`src/rtl/iob_clint_bus_arb.sv`:
```
// ---------------------------------------------------------------------------
// iob_clint_bus_arb
//
// Round-robin arbiter that shares the single IOb slave port of iob_clint
// between N_MASTERS IOb requesters (per-core CSR paths, debug module, ...).
// Only one transaction is in flight at a time. Read data is routed back only
// to the master that issued the read. Priority rotates to the master after
// the owner once a transaction completes (write accepted or read returned).
//
// Ports
//   clk_i, arst_i, cke_i   clock, async active-high reset, clock enable
//   m_avalid_i             per-master request valid
//   m_addr_i               packed addresses, master k at [k*ADDR_W +: ADDR_W]
//   m_wdata_i              packed write data, master k at [k*DATA_W +: DATA_W]
//   m_wstrb_i              packed byte strobes, all-zero strobe means a read
//   m_ready_o              per-master request accepted
//   m_rvalid_o             per-master read data valid (only the owner)
//   m_rdata_o              read data broadcast, qualified by m_rvalid_o
//   s_avalid_o ... s_wstrb_o  request towards the CLINT
//   s_ready_i, s_rvalid_i, s_rdata_i  CLINT handshake and read data
//   grant_o                one-hot current owner, zero when idle
//   busy_o                 arbiter is holding a transaction
//
// The s_* request fields and the m_ready/m_rvalid/m_rdata returns are
// combinational from the held owner so that a write completes in two cycles
// and read data reaches the master in the cycle the CLINT returns it.
// ---------------------------------------------------------------------------
module iob_clint_bus_arb #(
    parameter int N_MASTERS = 2,
    parameter int ADDR_W    = 16,
    parameter int DATA_W    = 32
) (
    input  logic                            clk_i,
    input  logic                            arst_i,
    input  logic                            cke_i,
    input  logic [N_MASTERS-1:0]            m_avalid_i,
    input  logic [N_MASTERS*ADDR_W-1:0]     m_addr_i,
    input  logic [N_MASTERS*DATA_W-1:0]     m_wdata_i,
    input  logic [N_MASTERS*DATA_W/8-1:0]   m_wstrb_i,
    output logic [N_MASTERS-1:0]            m_ready_o,
    output logic [N_MASTERS-1:0]            m_rvalid_o,
    output logic [DATA_W-1:0]               m_rdata_o,
    output logic                            s_avalid_o,
    output logic [ADDR_W-1:0]               s_addr_o,
    output logic [DATA_W-1:0]               s_wdata_o,
    output logic [DATA_W/8-1:0]             s_wstrb_o,
    input  logic                            s_ready_i,
    input  logic                            s_rvalid_i,
    input  logic [DATA_W-1:0]               s_rdata_i,
    output logic [N_MASTERS-1:0]            grant_o,
    output logic                            busy_o
);

    localparam int STRB_W = DATA_W / 8;
    localparam int IDX_W  = (N_MASTERS > 1) ? $clog2(N_MASTERS) : 1;
    localparam logic [IDX_W-1:0] LAST_IDX = IDX_W'(N_MASTERS - 1);

    typedef enum logic [1:0] {
        ST_IDLE    = 2'd0,
        ST_GRANT   = 2'd1,
        ST_WAIT_RD = 2'd2
    } state_t;

    state_t              state_r;
    state_t              state_nxt_s;
    logic [IDX_W-1:0]    owner_r;
    logic [IDX_W-1:0]    owner_nxt_s;
    logic [IDX_W-1:0]    ptr_r;
    logic [IDX_W-1:0]    ptr_nxt_s;

    logic [N_MASTERS-1:0] owner_onehot_s;
    logic                 own_avalid_s;
    logic [ADDR_W-1:0]    sel_addr_s;
    logic [DATA_W-1:0]    sel_wdata_s;
    logic [STRB_W-1:0]    sel_wstrb_s;

    logic [N_MASTERS-1:0] ge_ptr_mask_s;
    logic [N_MASTERS-1:0] req_hi_s;
    logic                 pick_found_s;
    logic [IDX_W-1:0]     pick_idx_s;

    // Index of the master after idx. N_MASTERS need not be a power of two,
    // so the wrap from the last master back to 0 is explicit.
    function automatic logic [IDX_W-1:0] next_idx(input logic [IDX_W-1:0] idx);
        logic [IDX_W-1:0] res;
        if (idx == LAST_IDX) begin
            res = '0;
        end else begin
            res = idx + IDX_W'(1'b1);
        end
        return res;
    endfunction

    // Lowest set bit position of vec; 0 when vec is empty (caller qualifies).
    function automatic logic [IDX_W-1:0] lowest_idx(input logic [N_MASTERS-1:0] vec);
        logic [IDX_W-1:0] res;
        res = '0;
        for (int k = N_MASTERS - 1; k >= 0; k--) begin
            res = vec[k] ? IDX_W'(k) : res;
        end
        return res;
    endfunction

    // Owner decode and AND-OR mux of the owner's request fields.
    always_comb begin
        owner_onehot_s = '0;
        sel_addr_s     = '0;
        sel_wdata_s    = '0;
        sel_wstrb_s    = '0;
        for (int k = 0; k < N_MASTERS; k++) begin
            owner_onehot_s[k] = (owner_r == IDX_W'(k));
        end
        for (int k = 0; k < N_MASTERS; k++) begin
            sel_addr_s  = sel_addr_s  | (m_addr_i[k*ADDR_W +: ADDR_W]  & {ADDR_W{owner_onehot_s[k]}});
            sel_wdata_s = sel_wdata_s | (m_wdata_i[k*DATA_W +: DATA_W] & {DATA_W{owner_onehot_s[k]}});
            sel_wstrb_s = sel_wstrb_s | (m_wstrb_i[k*STRB_W +: STRB_W] & {STRB_W{owner_onehot_s[k]}});
        end
        own_avalid_s = |(m_avalid_i & owner_onehot_s);
    end

    // Round-robin pick: first requester at or above ptr, otherwise the first
    // requester below ptr (the wrapped part of the scan).
    always_comb begin
        ge_ptr_mask_s = '0;
        for (int k = 0; k < N_MASTERS; k++) begin
            ge_ptr_mask_s[k] = (IDX_W'(k) >= ptr_r);
        end
        req_hi_s     = m_avalid_i & ge_ptr_mask_s;
        pick_found_s = |m_avalid_i;
        pick_idx_s   = (|req_hi_s) ? lowest_idx(req_hi_s) : lowest_idx(m_avalid_i);
    end

    // Next-state, owner/pointer update and all bus-facing outputs.
    always_comb begin
        state_nxt_s = state_r;
        owner_nxt_s = owner_r;
        ptr_nxt_s   = ptr_r;
        s_avalid_o  = 1'b0;
        s_addr_o    = '0;
        s_wdata_o   = '0;
        s_wstrb_o   = '0;
        m_ready_o   = '0;
        m_rvalid_o  = '0;
        m_rdata_o   = '0;
        grant_o     = '0;
        busy_o      = 1'b0;

        case (state_r)
            ST_IDLE: begin
                if (pick_found_s) begin
                    state_nxt_s = ST_GRANT;
                    owner_nxt_s = pick_idx_s;
                end else begin
                    state_nxt_s = ST_IDLE;
                end
            end

            ST_GRANT: begin
                busy_o     = 1'b1;
                grant_o    = owner_onehot_s;
                s_avalid_o = own_avalid_s;
                s_addr_o   = sel_addr_s;
                s_wdata_o  = sel_wdata_s;
                s_wstrb_o  = sel_wstrb_s;
                m_ready_o  = s_ready_i ? owner_onehot_s : '0;
                if (!own_avalid_s) begin
                    // Owner withdrew before acceptance: abandon without
                    // rotating so the same master is not penalised.
                    state_nxt_s = ST_IDLE;
                end else if (s_ready_i) begin
                    if (sel_wstrb_s != '0) begin
                        state_nxt_s = ST_IDLE;
                        ptr_nxt_s   = next_idx(owner_r);
                    end else begin
                        state_nxt_s = ST_WAIT_RD;
                    end
                end else begin
                    state_nxt_s = ST_GRANT;
                end
            end

            ST_WAIT_RD: begin
                busy_o  = 1'b1;
                grant_o = owner_onehot_s;
                if (s_rvalid_i) begin
                    m_rvalid_o  = owner_onehot_s;
                    m_rdata_o   = s_rdata_i;
                    state_nxt_s = ST_IDLE;
                    ptr_nxt_s   = next_idx(owner_r);
                end else begin
                    state_nxt_s = ST_WAIT_RD;
                end
            end

            default: begin
                // Unused encoding: outputs stay quiet and the FSM recovers.
                state_nxt_s = ST_IDLE;
            end
        endcase
    end

    // State, owner and priority registers; cke_i low freezes all of them.
    always_ff @(posedge clk_i or posedge arst_i) begin
        if (arst_i) begin
            state_r <= ST_IDLE;
            owner_r <= '0;
            ptr_r   <= '0;
        end else if (cke_i) begin
            state_r <= state_nxt_s;
            owner_r <= owner_nxt_s;
            ptr_r   <= ptr_nxt_s;
        end else begin
            state_r <= state_r;
            owner_r <= owner_r;
            ptr_r   <= ptr_r;
        end
    end

endmodule

```
`config.mk`:
```
export PLATFORM = sky130hd
export DESIGN_NAME = iob_clint_bus_arb
export DESIGN_NICKNAME = d
export VERILOG_FILES = /design/src/rtl/iob_clint_bus_arb.sv
export SDC_FILE = /design/constraint.sdc
export NUM_CORES = 1
export LEC_CHECK = 0
export ABC_AREA = 1
export CAP_MARGIN = 20
export CORE_AREA = 2 2 91 93
export CTS_CLUSTER_DIAMETER = 120
export CTS_CLUSTER_SIZE = 40
export DETAILED_ROUTE_END_ITERATION = 10
export DIE_AREA = 0 0 93 95
export GPL_ROUTABILITY_DRIVEN = 0
export PLACE_DENSITY_LB_ADDON = 0.25
export SLEW_MARGIN = 40
export SYNTH_ARGS = -nofsm -noshare
export SYNTH_HDL_FRONTEND = slang
export SYNTH_SLANG_ARGS = --single-unit
```
`constraint.sdc`:
```
create_clock -name clk_i -period 1.4 [get_ports clk_i]
set_clock_uncertainty 0.05 [all_clocks]
set_input_delay 0.28 -clock clk_i [delete_from_list [all_inputs] [get_ports clk_i]]
set_output_delay 0.28 -clock clk_i [all_outputs]
set_load 0.05 [all_outputs]
```
==> flow_metrics.env <==
export IMPL_antenna_found_initial=0
export IMPL_critPathLaunchType="flip-flop"
export IMPL_syn_area_sq_um=1363
export IMPL_slowest_delay_ps=440
export IMPL_wl_per_cell_um=15.75
export IMPL_drtIter0Drc=94
export IMPL_synthToLayoutAreaGrowth_pct=374.2
export IMPL_rsz0062_at_grt="true"
export IMPL_rows=33
export IMPL_drt_wl_total_um=10630
export IMPL_diodes=0
export IMPL_failed_checks="negative setup slack"
export IMPL_synth_cells=303
export IMPL_critical_path_class="reg -> out"
export IMPL_grt_ovfl_total=0
export IMPL_drcViolationCount=0
export IMPL_critical_path_required_ps=1070
export IMPL_syn_num_nets=450
export IMPL_fillers=464
export IMPL_clock_latency_ps=220
export IMPL_numPortBuffers=234
export IMPL_final_cell_mix="141 x clkdlybuf4s50_1, 112 x nand2_1, 105 x buf_12"
export IMPL_hold_viol=0
export IMPL_whs_ps=193.1
export IMPL_fin_nets=718
export IMPL_crit_top_cell="buf_12"
export IMPL_cts_tree="yes"
export IMPL_grt_max_degree=20
export IMPL_finalSetupViolCount=95
export IMPL_min_period_over_period_pct=128.9
export IMPL_final_min_clock_period_ps=1805
export IMPL_numCtsBuffers=3
export IMPL_grt_pass1_vias=3093
export IMPL_path_cells="inv_2 -> ha_4 -> nand2_8 -> buf_12 -> nor2_4 -> buf_12"
export IMPL_layout_cells_most_common="clkdlybuf4s50_1"
export IMPL_critical_path_arrival_ps=1470
export IMPL_grt_pass1_wl_um=16150
export IMPL_htree_levels=1
export IMPL_finalMaxSlewViolations=0
export IMPL_viasPerCell=4.415
export IMPL_clk_pin_slew_ps=40
export IMPL_avgSynthCellArea_sq_um=4.497
export IMPL_max_freq_ghz=0.5541
export IMPL_cts_sinks=4
export IMPL_synth_area_leaders="nand2_1 34%, a21oi_1 19%, inv_1 12%"
export IMPL_initial_core_util_pct=17.19
export IMPL_core_area_sq_um=7928
export IMPL_vias=2980
export IMPL_cp_slowest_cell="dfrtp_2"
export IMPL_maxSlewHeadroom_pct=83.62
export IMPL_die_w_um=93
export IMPL_ys_ff_latch=4
export IMPL_drive_gt1_share_pct=46.32
export IMPL_dp_hpwl_um=8537
export IMPL_cap_violations=0
export IMPL_root_buffer="clkbuf_8"
export IMPL_fin_ws_ps=-404.8
export IMPL_power_density_nw_per_um2=1135
export IMPL_drt_pass1_iter_count=4
export IMPL_synth_largest_area_cell="nand2_1"
export IMPL_r2r_slack_ps=-150
export IMPL_status="finished, violations left"
export IMPL_grt_usage_pct=23.06
export IMPL_yosysTopAreaCellShare_pct=34.16
export IMPL_end_kind="primary output"
export IMPL_ant_nets=0
export IMPL_cts_buffer_depth=2
export IMPL_power_leakage_uw=0.002615
export IMPL_hp_class="in -> async"
export IMPL_yosys_warnings=0
export IMPL_synth_cell_types=18
export IMPL_tightest_slew_ps=245.3
export IMPL_die_h_um=95
export IMPL_ys_seq_area_share_pct=7.346
export IMPL_ir_drop_v=0.0008981
export IMPL_die_area_sq_um=8835
export IMPL_pin_count=235
export IMPL_cp_max_fo=8
export IMPL_pre_cts_ws_ps=-309.1
## cell type report
class	count	area, sq um	share of cell area [%]
repair buffers	283	3998	61.87
well taps	105	131.4	2.033
inverters	46	191.4	2.963
multi-input cells	233	1993	30.85
flip-flops and latches	4	102.6	1.588
clock buffers	4	45.04	0.6971
## timing repair
item                       4_1_cts  5_1_grt
setup endpoints to repair       95       95
setup buffers                    5        5
pin swaps                        9        8
cloned                           5        2
gates resized for setup         37       19
hold buffers                     0        0
## final timing paths
kind	cells after the start	to	from
max reg2reg	9	ptr_r	state_r[1]
min in group clk_i	2	ptr_r	ptr_r
max	6	m_rvalid_o[1]	state_r[0]
min reg2reg	2	ptr_r	ptr_r
max in group asynchronous	2	state_r[0]	arst_i
min	2	ptr_r	arst_i
## per-stage QoR
step | util, % | total power, uW | instance area (sq um) | std cells | TNS, ps
6_report | 81.50 | 7336 | 6461 | 675 | -33790
5_1_grt | 81.50 | 7632 | 6461 | 675 | -37460
4_1_cts | 79.62 | 7126 | 6312 | 668 | -32800
3_5_place_dp | 75.06 | 6427 | 5951 | 654 | -22210
3_3_place_gp | 75.06 | 6314 | 5951 | 654 | -20130
2_1_floorplan | - | 3620 | 2386 | 303 | -22510
## report_power, final
group / switching (uW) / internal [uW]
logic: 3620 / 3260
clock network: 65.2 / 195
registers: 42.5 / 152
total: 3730 / 3610
## logic make-up (layout without fill, tap and decap cells)
group,after synthesis,count (layout),synth area share (%)
DFF,4,4,7.346
buffers and inverters,66,333,19.28
adders and majority gates,4,4,3.673
AOI/OAI and AO/OA,59,59,22.22
and+or+nand+nor,170,170,47.47
## state kept, by name, summed over array words and instances, names as in the netlist
register / count
owner_r: 1
ptr_r: 1
state_r: 2
## cell usage after synthesis
master / instances
nand2_1: 124
a21oi_1: 53
inv_1: 45
nor2_1: 40
clkbuf_1: 9
buf_2: 6
buf_1: 4
dfrtp_1: 4
ha_1: 4
nor3_1: 4
o21ai_0: 3
buf_6: 1
inv_2: 1
nand2_2: 1
nand3_1: 1
o21a_1: 1
o21ai_2: 1
o22ai_1: 1
## worst max-delay path: cells and delay by family (launching register included)
family / cells / cell delay [ps]
AND/OR/NAND/NOR: 2 / 210
flip-flops: 1 / 440
buffers and inverters: 3 / 420
adder cells (fa/ha/maj): 1 / 170
## per-layer routing
metal | vias up | wire length (um) | GRT usage (%)
met1 | 1390 | 3642 | 24.30
met5 | - | 0 | 0
met3 | 18 | 798 | 5.587
li1 | 1455 | - | -
met4 | 0 | 209 | 6.250
met2 | 117 | 5979 | 45.35
Note: power is estimated with default switching activity, not from simulation.
==> patch: new RTL, same flow settings <==
The parameter `ADDR_W` goes from 16 to 17.
--- a/src/rtl/iob_clint_bus_arb.sv
+++ b/src/rtl/iob_clint_bus_arb.sv
@@ -28,5 +28,5 @@
 module iob_clint_bus_arb #(
     parameter int N_MASTERS = 2,
-    parameter int ADDR_W    = 16,
+    parameter int ADDR_W    = 17,
     parameter int DATA_W    = 32
 ) (
Ports: changed (resized m_addr_i and s_addr_o); port bits go from 235 to 238. The function was not compared with the original's and may differ.
==> patch against the unedited design <==
  * Wire length increased by 11%
  * The flow still finishes with violations (setup timing)
  * First-iteration DRC count decreased by 27%
  * Critical path depth unchanged
  * Worst setup slack got worse by 0.012 ns
  * Synthesized area increased by 2.5%
  * Power increased by 2.2%
  * Cell area increased by 1.3%
  * Largest cell class unchanged
  * Sequential cell count unchanged
  * Hold slack improved by 0.026 ns
==> patch: results (changes against the unedited design) <==
Run status:
- Violations in the final reports: setup timing (unchanged).
- Status: complete, but fails checks (unchanged).

Timing:
- The count of endpoints failing setup in the final report came to 96 (was 95).
- The actual transition at the worst max-transition pin is 0.2798 ns (was 0.2453 ns).
- The worst-case setup margin in the final layout is -0.4165 ns (was -0.4048 ns).

Synthesis:
- Post-synth top cells: sky130_fd_sc_hd__nand2_1 (124), sky130_fd_sc_hd__a21oi_1 (54), sky130_fd_sc_hd__inv_1 (45) (was sky130_fd_sc_hd__nand2_1 (124), sky130_fd_sc_hd__a21oi_1 (53), sky130_fd_sc_hd__inv_1 (45)).
- The number of cells produced by synthesis is 307 (was 303).
- Cells taking the most area after synthesis: sky130_fd_sc_hd__nand2_1 (33%), sky130_fd_sc_hd__a21oi_1 (19%), sky130_fd_sc_hd__inv_1 (12%), sky130_fd_sc_hd__nor2_1 (11%), sky130_fd_sc_hd__dfrtp_1 (7.2%) (was sky130_fd_sc_hd__nand2_1 (34%), sky130_fd_sc_hd__a21oi_1 (19%), sky130_fd_sc_hd__inv_1 (12%), sky130_fd_sc_hd__nor2_1 (11%), sky130_fd_sc_hd__dfrtp_1 (7.3%)).
- The register area share after synthesis came to 7.168% (was 7.346%).
- The count of different cell masters after synthesis is 19 (was 18).
- The synthesized net count is 456 (was 450).

Placement:
- The total placed cells including tap cells is 657 (was 654).
- The placed wire-length estimate after detailed placement is 8805 um (was 8537 um).
- The placement-stage cell area is 0.005922 mm^2 (was 0.005951 mm^2).

GRT:
- The first-pass GRT wire length came to 17,150 um (was 16,150 um).
- The via count of the first global-routing pass is 3,304 (was 3,093).
- The total routing usage reported by global routing is 24.44% (was 23.06%).

Routing:
- The first-iteration detailed-routing DRC count came to 69 (was 94).
- The detailed-route vias per instance came to 4.566 (was 4.415).
- The total via count after detailed routing came to 3,114 (was 2,980).

Critical path:
- The delay of the slowest cell on the worst path came to 0.39 ns (was 0.44 ns).
- The slowest cell on the critical path is sky130_fd_sc_hd__dfrtp_1 (was sky130_fd_sc_hd__dfrtp_2).
- The biggest fanout along the worst timing path is 6 (was 8).
- The dominant delay contributor by cell family on the critical path is buffers and inverters (was flip-flops).
- The arrival time of data at the critical path endpoint is 1.49 ns (was 1.47 ns).

Clocking:
- The number of buffers added by the clock tree synthesis step is 3 (unchanged).

Layout:
- The final core utilization is 82.59% (was 81.50%).
- The number of nets at the end of the flow is 727 (was 718).
- The share of final-layout standard cells stronger than drive strength 1 is 49.05% (was 46.32%).
- The fill cell total of the finished layout is 453 (was 464).

Power:
- The maximum resistive drop on vdd is 924.6 uV (was 898.1 uV).
- The static leakage is 2.652 nW (was 2.615 nW).
patch: cell types whose count changed after synthesis, sizes merged:
cell	before	now
nand2	125	127
buf	11	9
clkbuf	9	12
a21oi	53	54
patch: per-layer routing:
metal	up-vias	GRT usage [%]	share of wire, %
li1	1466	-	-
met1	1494	25.17	34
met2	132	50.54	58
met3	22	4.230	6.2
met4	0	5.637	2.2
met5	-	0	0
patch: power by group:
part           internal [mW]  switching, mW
Sequential             0.152         0.0459
Clock                  0.195         0.0660
Combinational           3.23           3.81
patch: final cells by class:
type / instances / area share, %
sequential: 4 / 1.567
multi-input combinational: 236 / 32.51
inverter: 46 / 2.886
timing repair buffer: 286 / 60.18
tap: 105 / 2.006
timing repair inverter: 1 / 0.1720
clock buffer: 4 / 0.6879
patch: kinds of logic (layout without fill, tap and decap cells):
| logic type | after synthesis | count (layout) | synth area share, % |
|---|---|---|---|
| simple gates | 172 | 172 | 47.58 |
| flops | 4 | 4 | 7.169 |
| compound gates | 60 | 60 | 22.04 |
| fa+ha+maj | 4 | 4 | 3.584 |
| buf+inv | 67 | 337 | 19.62 |
patch: path summary, 6_finish.rpt:
check / start / end / depth (start not counted) / slack [ns]
worst max-delay path: state_r[1] / m_ready_o[1] / 6 / -0.42
worst min-delay path: arst_i / state_r[1] / 2 / 0.22
worst max register to register: owner_r / ptr_r / 10 / -0.17
worst min register to register: ptr_r / ptr_r / 2 / 0.47
max in group asynchronous: arst_i / state_r[0] / 2 / 0.91
min in group clk_i: ptr_r / ptr_r / 2 / 0.47
patch: what timing repair did:
action	in CTS	in global routing
resized for setup	58	20
pin swaps	9	5
setup buffers	12	3
gates cloned	5	3
setup endpoints to repair	96	97
patch: stage by stage:
stage                     TNS [ns]  worst slack [ns]
after global placement      -17.35           -0.3120
after CTS                   -34.11           -0.4089
after global routing        -39.87           -0.4706
after floorplan             -22.64           -0.2914
after detailed placement    -19.28           -0.3378
final                       -34.89           -0.4165
